===== src/rtl/shift_seq.sv =====
// shift_seq: multi-cycle one-bit-per-clock shift sequencer (left, logical right, arithmetic right)
// Ports: clk/r clock and sync active-high reset; in_valid/in_ready request handshake carrying
// data_in, amt, dir (0 left, 1 right), arith (MSB fill on right shifts); out_valid/out_ready
// result handshake with data_out; busy in SHIFT/DONE; sel datapath mode (00 hold, 01 left, 10 right, 11 load).
module shift_seq #(
    parameter int size      = 32,
    parameter int amt_width = 5
) (
    input  logic                 clk,
    input  logic                 r,
    input  logic                 in_valid,
    output logic                 in_ready,
    input  logic [size-1:0]      data_in,
    input  logic [amt_width-1:0] amt,
    input  logic                 dir,
    input  logic                 arith,
    output logic                 out_valid,
    input  logic                 out_ready,
    output logic [size-1:0]      data_out,
    output logic                 busy,
    output logic [1:0]           sel
);
    typedef enum logic [1:0] {IDLE, SHIFT, DONE} state_t;
    state_t               state;
    logic [size-1:0]      q;
    logic [amt_width-1:0] cnt;
    logic                 dir_q;
    logic                 arith_q;
    // Outputs are forced quiet while r is high, even if the state has not yet been cleared.
    assign in_ready  = state == IDLE && !r;
    assign out_valid = state == DONE && !r;
    assign busy      = state != IDLE && !r;
    assign data_out  = q;
    assign sel       = r ? 2'b00 :
                       (state == IDLE && in_valid) ? 2'b11 :
                       state == SHIFT ? (dir_q ? 2'b10 : 2'b01) : 2'b00;
    always_ff @(posedge clk) begin
        if (r) begin
            state   <= IDLE;
            q       <= '0;
            cnt     <= '0;
            dir_q   <= 1'b0;
            arith_q <= 1'b0;
        end else begin
            case (state)
                IDLE: if (in_valid) begin
                    q       <= data_in;
                    cnt     <= amt;
                    dir_q   <= dir;
                    arith_q <= arith;
                    state   <= amt != '0 ? SHIFT : DONE;
                end
                SHIFT: begin
                    // The MSB never changes during an arithmetic right shift, so q's MSB is the operand MSB.
                    q     <= dir_q ? {q[size-1] & arith_q, q[size-1:1]} : {q[size-2:0], 1'b0};
                    cnt   <= cnt - 1'b1;
                    state <= cnt == 1 ? DONE : SHIFT;
                end
                DONE: if (out_ready) state <= IDLE;
                default: state <= IDLE;
            endcase
        end
    end
endmodule


===== config.mk =====
export PLATFORM = sky130hd
export DESIGN_NAME = shift_seq
export DESIGN_NICKNAME = d
export VERILOG_FILES = /design/src/rtl/shift_seq.sv
export SDC_FILE = /design/constraint.sdc
export NUM_CORES = 1
export LEC_CHECK = 0
export CAP_MARGIN = 20
export CORE_UTILIZATION = 45
export CTS_BUF_LIST = sky130_fd_sc_hd__clkbuf_16
export DETAILED_ROUTE_END_ITERATION = 16
export GPL_ROUTABILITY_DRIVEN = 0
export HOLD_SLACK_MARGIN = 0.1
export PLACE_DENSITY = 0.8
export REMOVE_ABC_BUFFERS = 1
export SYNTH_ARGS = -nofsm -noshare
export SYNTH_HDL_FRONTEND = slang
export SYNTH_SLANG_ARGS = --single-unit

===== constraint.sdc =====
create_clock -name clk -period 1.46 [get_ports clk]
set_input_delay 0.146 -clock clk [delete_from_list [all_inputs] [get_ports clk]]
set_output_delay 0.146 -clock clk [all_outputs]
set_load 0.05 [all_outputs]

==> impl_metrics.tcl, run 1 <==
set metrics [dict create \
    multi_input_area_mm2 0.00154 \
    synthCells 222 \
    antenna_found_initial 0 \
    critical_path_class "reg2out" \
    synthArstFlopShare_pct 0 \
    synth-seq-area-share_pct 35.8 \
    crit_arrival_ns 1.43 \
    path_cells "or3b_4 -> o21ai_2 -> nor2b_4 -> buf_8" \
    synthSimpleGateAreaFrac_pct 9.56 \
    grt_start_max_net_pins 37 \
    io_pins 80 \
    final_common_cell "buf_4" \
    yosysWarnings 0 \
    dieWidth_um 73.4 \
    setup_viol 9 \
    peakVddDrop_uv 744 \
    tritoncts "done" \
    slew_viol_final 0 \
    syn_area_per_cell_um2 10.3 \
    fin_tns_setup_ns -0.392 \
    grt_pass1_wl_um 9420 \
    ys_seq_elements 41 \
    coreArea_mm2 0.00482 \
    cp-end-kind "primary output" \
    critPathLaunchType "flop" \
    p_leak_uw 0.00154 \
    ys_types 40 \
    cts_made_buffers 5 \
    drt_wl_total_um 7140 \
    wl_met1_um 2930 \
    via_per_inst 5.57 \
    route.met2.wl_um 3660 \
    drt_iter0_drc 133 \
    route.detailed.drc 0 \
    rr_worst_depth 4 \
    drive_gt1_share_pct 44.2 \
    layout_common_cells "buf_4, clkdlybuf4s50_1, dfxtp_1, mux2_2, mux2i_1" \
    seqCellArea_um2 828 \
    ant_nets 0 \
    grt_pass1_vias 1968 \
    cp.depth 4 \
    cts.sinks 41 \
    slew_headroom_pct 73.9 \
    slowest_stage "or3b_4" \
    dpl.hpwl_um 3980 \
    clockBufferDepth 2 \
    die_h_um 73.4 \
    fp-row-count 25 \
    dieArea_mm2 0.00538 \
    synth_edf_count 0 \
    dr_wl_met3_um 463 \
    powerDensity_mw_per_mm2 1040 \
    overflow 0 \
    rsz0062_at_grt "true" \
    cts-root-buf "clkbuf_16" \
    port_buffers 79 \
    worst-path-buf-inv 1 \
    start_util_pct 47.6 \
    fmax_mhz 634 \
    critical_path_required_ns 1.31 \
    worstMarginPinSlew_ns 0.385 \
    synth_adder_area_share_pct 1.09 \
    postCtsHoldBufs 0 \
    cap_viol_max_count 0 \
    grtUsageTotal_pct 22.6 \
    nets 365 \
    htree_levels 2 \
    synth_compound_area_share_pct 18.7 \
    firstDrtPassIters 4 \
    path_clk_slew_ns 0.06 \
    postLayoutCoreUtil_pct 78.4 \
    synth_top_family_by_area "multiplexers" \
    insertion_delay_ns 0.28 \
    violations "negative setup slack" \
    area_growth_pct 64.8 \
    syn_area_mm2 0.00229 \
    period_share_pct 108 \
    cp_max_fo 6 \
    status "finished, violations left" \
    setup_ws_ns -0.117 \
    hold_viol 0 \
    skew_ns 0.00409 \
    period_needed_ns 1.58 \
    critical-path-top-delay-family "simple AND/OR/NAND/NOR gates" \
    num_antenna_cells 0 \
    routed.top_layer "met4" \
    slowest_delay_ns 0.41 \
    vias 2161 \
    synth_xor_area_share_pct 0 \
    nFillCells 322 \
    synth.area.mux_share_pct 28.3 \
    hold_class "in2reg" \
    hold_depth 3 \
    route.detailed.wl_per_inst_um 18.4 \
    synthFlopType "dfxtp_1" \
]
## report_power, final
group | switching (µW) | internal, µW | total, µW
Clock | 409 | 614 | 1020
Sequential | 143 | 1240 | 1380
Combinational | 813 | 721 | 1530
Total | 1360 | 2570 | 3940
## cells in the mapped netlist, drive strengths merged, types with 3 or more instances
master   instances  area (µm²)
a21oi            8        40.0
buf             19         131
dfxtp           41         821
inv              3        11.3
mux2            30         338
mux2i           31         310
nand2            8        30.0
nand3            3        15.0
nand3b           3        22.5
nor2             8        30.0
o21ai            3        15.0
o2bb2ai         30         263
## cell type report
| type | count | share of cell area, % |
|---|---|---|
| Clock buffer | 5 | 3.31 |
| Clock inverter | 3 | 0.298 |
| Inverter | 3 | 0.298 |
| Multi-Input combinational cell | 157 | 40.7 |
| Sequential cell | 41 | 21.9 |
| Tap cell | 67 | 2.22 |
| Timing Repair Buffer | 112 | 31.3 |
## metal layers
layer	up-vias	GRT usage, %
met5	-	0
met4	0	6.62
met3	8	7.41
met2	72	36.3
met1	1040	28.9
li1	1041	-
## final timing paths
path	startpoint	to	slack (ns)
max	state[1]	sel[0]	-0.12
max reg2reg	cnt[1]	state[1]	-0.11
min reg2reg	arith_q	arith_q	0.47
min	dir	dir_q	0.41
## kinds of logic after synthesis
logic type      Yosys count
compound gates           55
fa+ha+maj                 2
buf+inv                  24
flops                    41
mux                      61
simple gates             39
## what timing repair did
item | in CTS | in global routing
pin swaps | 3 | 4
endpoints found under the setup margin | 5 | 36
setup buffers | 2 | 2
gates resized for setup | 12 | 42
gates cloned | 0 | 5
## registers in the layout, summed over array words and instances, names as in the netlist
signal / cells
data_out: 32
cnt: 5
state: 2
arith_q: 1
dir_q: 1
## worst min-delay path: cells and delay by family
kind            cells  cell delay, ns
compound gates      1            0.05
simple gates        1            0.06
buf+inv             1            0.39
## through the flow
step / hold slack (ns) / total power, µW / setup slack [ns] / cell area, µm² / cells
final: 0.414 / 3940 / -0.117 / 3780 / 388
after global routing: 0.434 / 4100 / -0.188 / 3780 / 388
after CTS: 0.412 / 3740 / -0.116 / 3440 / 381
after detailed placement: 0.466 / 2700 / -0.139 / 3250 / 371
after global placement: 0.463 / 2680 / -0.125 / 3250 / 371
after floorplan: 0.215 / 2150 / -1.18 / 2150 / 201
No activity file was read; power rests on OpenSTA's default activity.
==> run 2, diff against run 1 <==
Settings changed: CORE_UTILIZATION 45 to 35, PLACE_DENSITY 0.8 to default.
==> run 2 against run 1 <==
  * The flow still finishes with violations (negative setup slack)
  * Clock power is essentially flat
  * Non-clock buffer count shrank 6
  * Critical path depth is the same
  * Flip-flop and latch count is the same
  * Sequential share of layout area grew 1.7 points
  * Setup slack gained 0.030 ns
  * Count of clock-buffer cells in the layout is the same
  * Register-to-register slack gained 0.20 ns
  * Critical path type unchanged
  * Critical endpoint unchanged
==> impl_metrics.tcl, run 2 (synthesis gave the netlist of run 1 again) <==
set metrics [dict create \
    ant_nets 0 \
    cts-root-buf "clkbuf_16" \
    layout_common_cells "buf_4, clkdlybuf4s50_1, dfxtp_1, mux2i_1" \
    rsz0062_at_grt "true" \
    port_buffers 79 \
    use_met1_pct 23.4 \
    grt_pass1_wl_um 9920 \
    setup_ws_ns -0.0868 \
    clockBufferDepth 2 \
    coreArea_mm2 0.00635 \
    fin_tns_setup_ns -0.119 \
    internal_power_uw 2500 \
    dieArea_mm2 0.00687 \
    p_switching_uw 1270 \
    cap_viol_max_count 0 \
    power_uw 3770 \
    dpl.hpwl_um 4150 \
    powerDensity_mw_per_mm2 1080 \
    hold_viol 0 \
    status "finished, violations left" \
    combPwrFrac_pct 36.2 \
    postCtsHoldBufs 0 \
    largest_reg_flops 32 \
    grtUsageMet3_pct 5.57 \
    final_cells 392 \
    period_share_pct 106 \
    tritoncts "done" \
    critPathLaunchType "flop" \
    grt_pass1_vias 2072 \
    busiest_layer "met2" \
    final_common_cell "buf_4" \
    num_antenna_cells 0 \
    stdcell_area_mm2 0.00350 \
    skew_ns 0.00434 \
    violations "negative setup slack" \
    antenna_found_initial 0 \
    die_h_um 82.9 \
    cp_max_fo 5 \
    io_pins 80 \
    fmax_mhz 646 \
    htree_levels 2 \
    critical_path_required_ns 1.31 \
    dpl.cell_count 381 \
    critical_path_class "reg2out" \
    period_needed_ns 1.55 \
    fp-row-count 29 \
    route.detailed.wl_per_inst_um 15.0 \
    dpl_cell_area_mm2 0.00329 \
    multi_input_area_mm2 0.00136 \
    overflow 0 \
    cts.sinks 41 \
    clock_power_share_pct 27.5 \
    drt_wl_total_um 5890 \
    vias 2026 \
    grtUsageTotal_pct 17.5 \
    grt_use_met2_pct 27.0 \
    firstDrtPassIters 4 \
    area_growth_pct 52.8 \
    crit_arrival_ns 1.40 \
    start_util_pct 36.1 \
    pre_cts_slack_ns -0.0914 \
    insertion_delay_ns 0.28 \
    seqCellArea_um2 826 \
    p_leak_uw 0.00140 \
    path_clk_slew_ns 0.06 \
    hold_class "in2reg" \
    drive_gt1_share_pct 35.6 \
    drt_iter0_drc 70 \
    swShare_pct 33.7 \
    grt_start_max_net_pins 37 \
    cts_made_buffers 5 \
    nets 359 \
    peakVddDrop_uv 615 \
    nFillCells 573 \
    setup_viol 2 \
    ff2ff_setup_slack_ns 0.09 \
    via_per_inst 5.17 \
    dieWidth_um 82.9 \
    seq_power_share_pct 36.2 \
    route.detailed.drc 0 \
    slew_headroom_pct 81.5 \
    cp-end-kind "primary output" \
    worstMarginPinSlew_ns 0.275 \
    slew_viol_final 0 \
]
run 2: cell types whose count changed in the layout (fill, tap and decap cells not counted), moves of 2 or more:
cell,previous run,this run
clkinv_1,0,2
inv_1,6,3
nor2_2,0,2
buf_6,9,1
buf_4,46,50
o2bb2ai_2,22,0
o2bb2ai_1,7,30
buf_12,10,13
clkbuf_16,9,5
nor2_1,8,6
run 2: layout make-up:
class | count | share of cell area [%]
Inverter | 3 | 0.322
Multi-Input combinational cell | 157 | 38.9
Sequential cell | 41 | 23.6
Clock inverter | 3 | 0.358
Clock buffer | 5 | 3.58
Timing Repair Buffer | 106 | 30.5
Tap cell | 77 | 2.75
run 2: power by group through the flow:
stage / Sequential, µW / Clock (µW) / Combinational, µW
after global placement: 1390 / 0 / 1320
after floorplan: 1680 / 0 / 471
after CTS: 1370 / 1070 / 1340
after global routing: 1390 / 1120 / 1450
after detailed placement: 1390 / 0 / 1330
final: 1370 / 1040 / 1370
run 2: worst paths after layout:
kind,startpoint,endpoint,cells past startpoint
min reg2reg,arith_q,arith_q,2
min,arith,arith_q,3
max reg2reg,cnt[1],state[1],4
max,state[0],sel[0],4
run 2: metal layers:
metal,part of all wire [%],vias to the layer above,wire (µm)
met5,0,-,0
li1,-,1023,-
met1,49,933,2860
met4,0.68,0,40
met3,6.9,4,408
met2,44,66,2580
run 2: repair_timing:
action	4_1_cts	5_1_grt
gates resized for setup	5	10
pin swaps	2	2
setup buffers	1	2
hold endpoints to repair	0	0
endpoints found under the setup margin	4	6
run 2: per-stage QoR:
stage | util, % | hold WS [ns]
floorplan | - | 0.215
global placement | 51.8 | 0.466
detailed placement | 51.8 | 0.467
CTS | 54.3 | 0.424
global route | 55.1 | 0.455
finish | 55.1 | 0.425
run 2: critical path: stages, from the launching register on:
cell and delay, ns:
dfxtp_4 0.36, or3b_4 0.40, o21ai_2 0.06, nor2b_4 0.15, buf_6 0.16
==> run 3, diff against run 2 <==
Settings changed: SETUP_SLACK_MARGIN from default to 0.15.
==> run 3 against run 2 <==
  * Cell count is 5.4% higher
  * Power grew 11%
  * Highest routed layer unchanged
  * Clock power hardly changed
  * Sequential power barely moved
  * Register-to-register slack lost 0.03 ns
  * Worst hold slack got worse by 0.0091 ns
  * Global-route usage rose by 1.1 points
  * First-iteration DRC count down 30%
  * Flip-flop and latch count unchanged
  * The flow still finishes with violations (negative setup slack)
  * Largest cell class unchanged
==> impl_metrics.tcl, run 3 (synthesis gave the netlist of run 1 again) <==
set metrics [dict create \
    cts.sinks 41 \
    path_clk_slew_ns 0.06 \
    drt_wl_total_um 7280 \
    final_cells 413 \
    dieWidth_um 82.9 \
    fmax_mhz 646 \
    cap_viol_max_count 0 \
    period_needed_ns 1.55 \
    hold_class "in2reg" \
    grt_pass1_vias 2116 \
    vias 2189 \
    slowest_delay_ns 0.40 \
    firstDrtPassIters 4 \
    powerDensity_mw_per_mm2 997 \
    overflow 0 \
    ant_nets 0 \
    start_util_pct 36.1 \
    dpl.cell_count 381 \
    rsz0062_at_grt "true" \
    dpl_cell_area_mm2 0.00329 \
    slew_headroom_pct 79.6 \
    cts-root-buf "clkbuf_16" \
    skew_ns 0.00657 \
    critical-path-top-delay-family "simple AND/OR/NAND/NOR gates" \
    die_h_um 82.9 \
    htree_levels 2 \
    layout_common_cells "buf_4, clkdlybuf4s50_1, dfxtp_1, mux2_2, mux2i_1" \
    hold_viol 0 \
    route.detailed.drc 0 \
    io_pins 80 \
    cts_made_buffers 5 \
    fp-row-count 29 \
    drive_gt1_share_pct 53.3 \
    num_antenna_cells 0 \
    via_per_inst 5.30 \
    grt_pass1_wl_um 10400 \
    fin_tns_setup_ns -0.150 \
    violations "negative setup slack" \
    path_cells "or3b_4 -> o21ai_2 -> nor2b_4 -> buf_6" \
    slowest_stage "or3b_4" \
    grtUsageTotal_pct 18.6 \
    critPathLaunch "state[0]" \
    area_growth_pct 83.0 \
    cp-end-kind "primary output" \
    critical_path_required_ns 1.31 \
    worstMarginPinSlew_ns 0.305 \
    peakVddDrop_uv 581 \
    route.detailed.wl_per_inst_um 17.6 \
    stdcell_area_mm2 0.00419 \
    slew_viol_final 0 \
    pre_cts_slack_ns -0.0914 \
    tritoncts "done" \
    p_leak_uw 0.00168 \
    min_from "dir" \
    reg2reg_from "state[1]" \
    critical_path_class "reg2out" \
    clockBufferDepth 2 \
    largest_reg_flops 32 \
    coreArea_mm2 0.00635 \
    postCtsHoldBufs 0 \
    nFillCells 494 \
    dpl.hpwl_um 4150 \
    insertion_delay_ns 0.29 \
    dieArea_mm2 0.00687 \
    nets 380 \
    period_share_pct 106 \
    port_buffers 79 \
    grt_start_max_net_pins 37 \
    final_common_cell "buf_4" \
    drt_iter0_drc 49 \
    worst-path-buf-inv 1 \
    cp_max_fo 5 \
    critPathLaunchType "flop" \
    status "finished, violations left" \
    postLayoutCoreUtil_pct 66.0 \
    antenna_found_initial 0 \
    setup_ws_ns -0.0890 \
    setup_viol 2 \
    crit_arrival_ns 1.40 \
]
-- run 3: cell types whose count changed in the layout (fill, tap and decap cells not counted), moves of 8 or more --
cell	delta
o2bb2ai_2	+21
mux2i_1	-9
buf_6	+9
o2bb2ai_1	-26
mux2i_2	+8
-- run 3: area by class of cell --
| class | instances | area (µm²) | area share, % |
|---|---|---|---|
| multi-input cells | 157 | 1700 | 40.6 |
| clock buffers | 5 | 125 | 2.99 |
| flip-flops and latches | 41 | 837 | 20.0 |
| clock inverters | 3 | 12.5 | 0.299 |
| repair buffers | 127 | 1410 | 33.6 |
| inverters | 3 | 13.8 | 0.328 |
| well taps | 77 | 96.3 | 2.30 |
-- run 3: path summary, 6_finish.rpt --
check | to | cells past startpoint | slack (ns)
worst max register to register | data_out[5] | 6 | 0.06
worst max-delay path | sel[0] | 4 | -0.09
worst min-delay path | dir_q | 3 | 0.42
worst min register to register | arith_q | 2 | 0.47
-- run 3: stage by stage --
step / total power, µW / hold slack, ns
after floorplan: 2150 / 0.215
after global placement: 2710 / 0.466
after detailed placement: 2720 / 0.467
after CTS: 3870 / 0.424
after global routing: 4350 / 0.458
final: 4180 / 0.416
-- run 3: per-layer routing --
layer | up-vias | wire length [µm] | track usage [%]
met2 | 68 | 3510 | 28.8
met1 | 1050 | 3320 | 25.1
met4 | 0 | 41 | 4.70
met5 | - | 0 | 0
li1 | 1067 | - | -
met3 | 4 | 411 | 5.57
-- run 3: worst reg2reg max path, stage by stage, from the launching register on --
cell       delay (ns)
dfxtp_4          0.37
buf_6            0.12
o21bai_4         0.17
or2_4            0.27
buf_12           0.15
clkbuf_16        0.16
o2bb2ai_2        0.11
-- run 3: timing repair --
action,CTS,global route
setup buffers,5,12
pin swaps,4,12
gates cloned,3,4
setup endpoints to repair,38,42
gates resized for setup,23,69
-- run 3: report_power, final --
group | leakage [µW] | internal [µW] | switching (µW)
sequential | 0.000341 | 1240 | 160
combinational | 0.00127 | 860 | 856
clock | 0.0000687 | 619 | 449
total | 0.00168 | 2720 | 1460
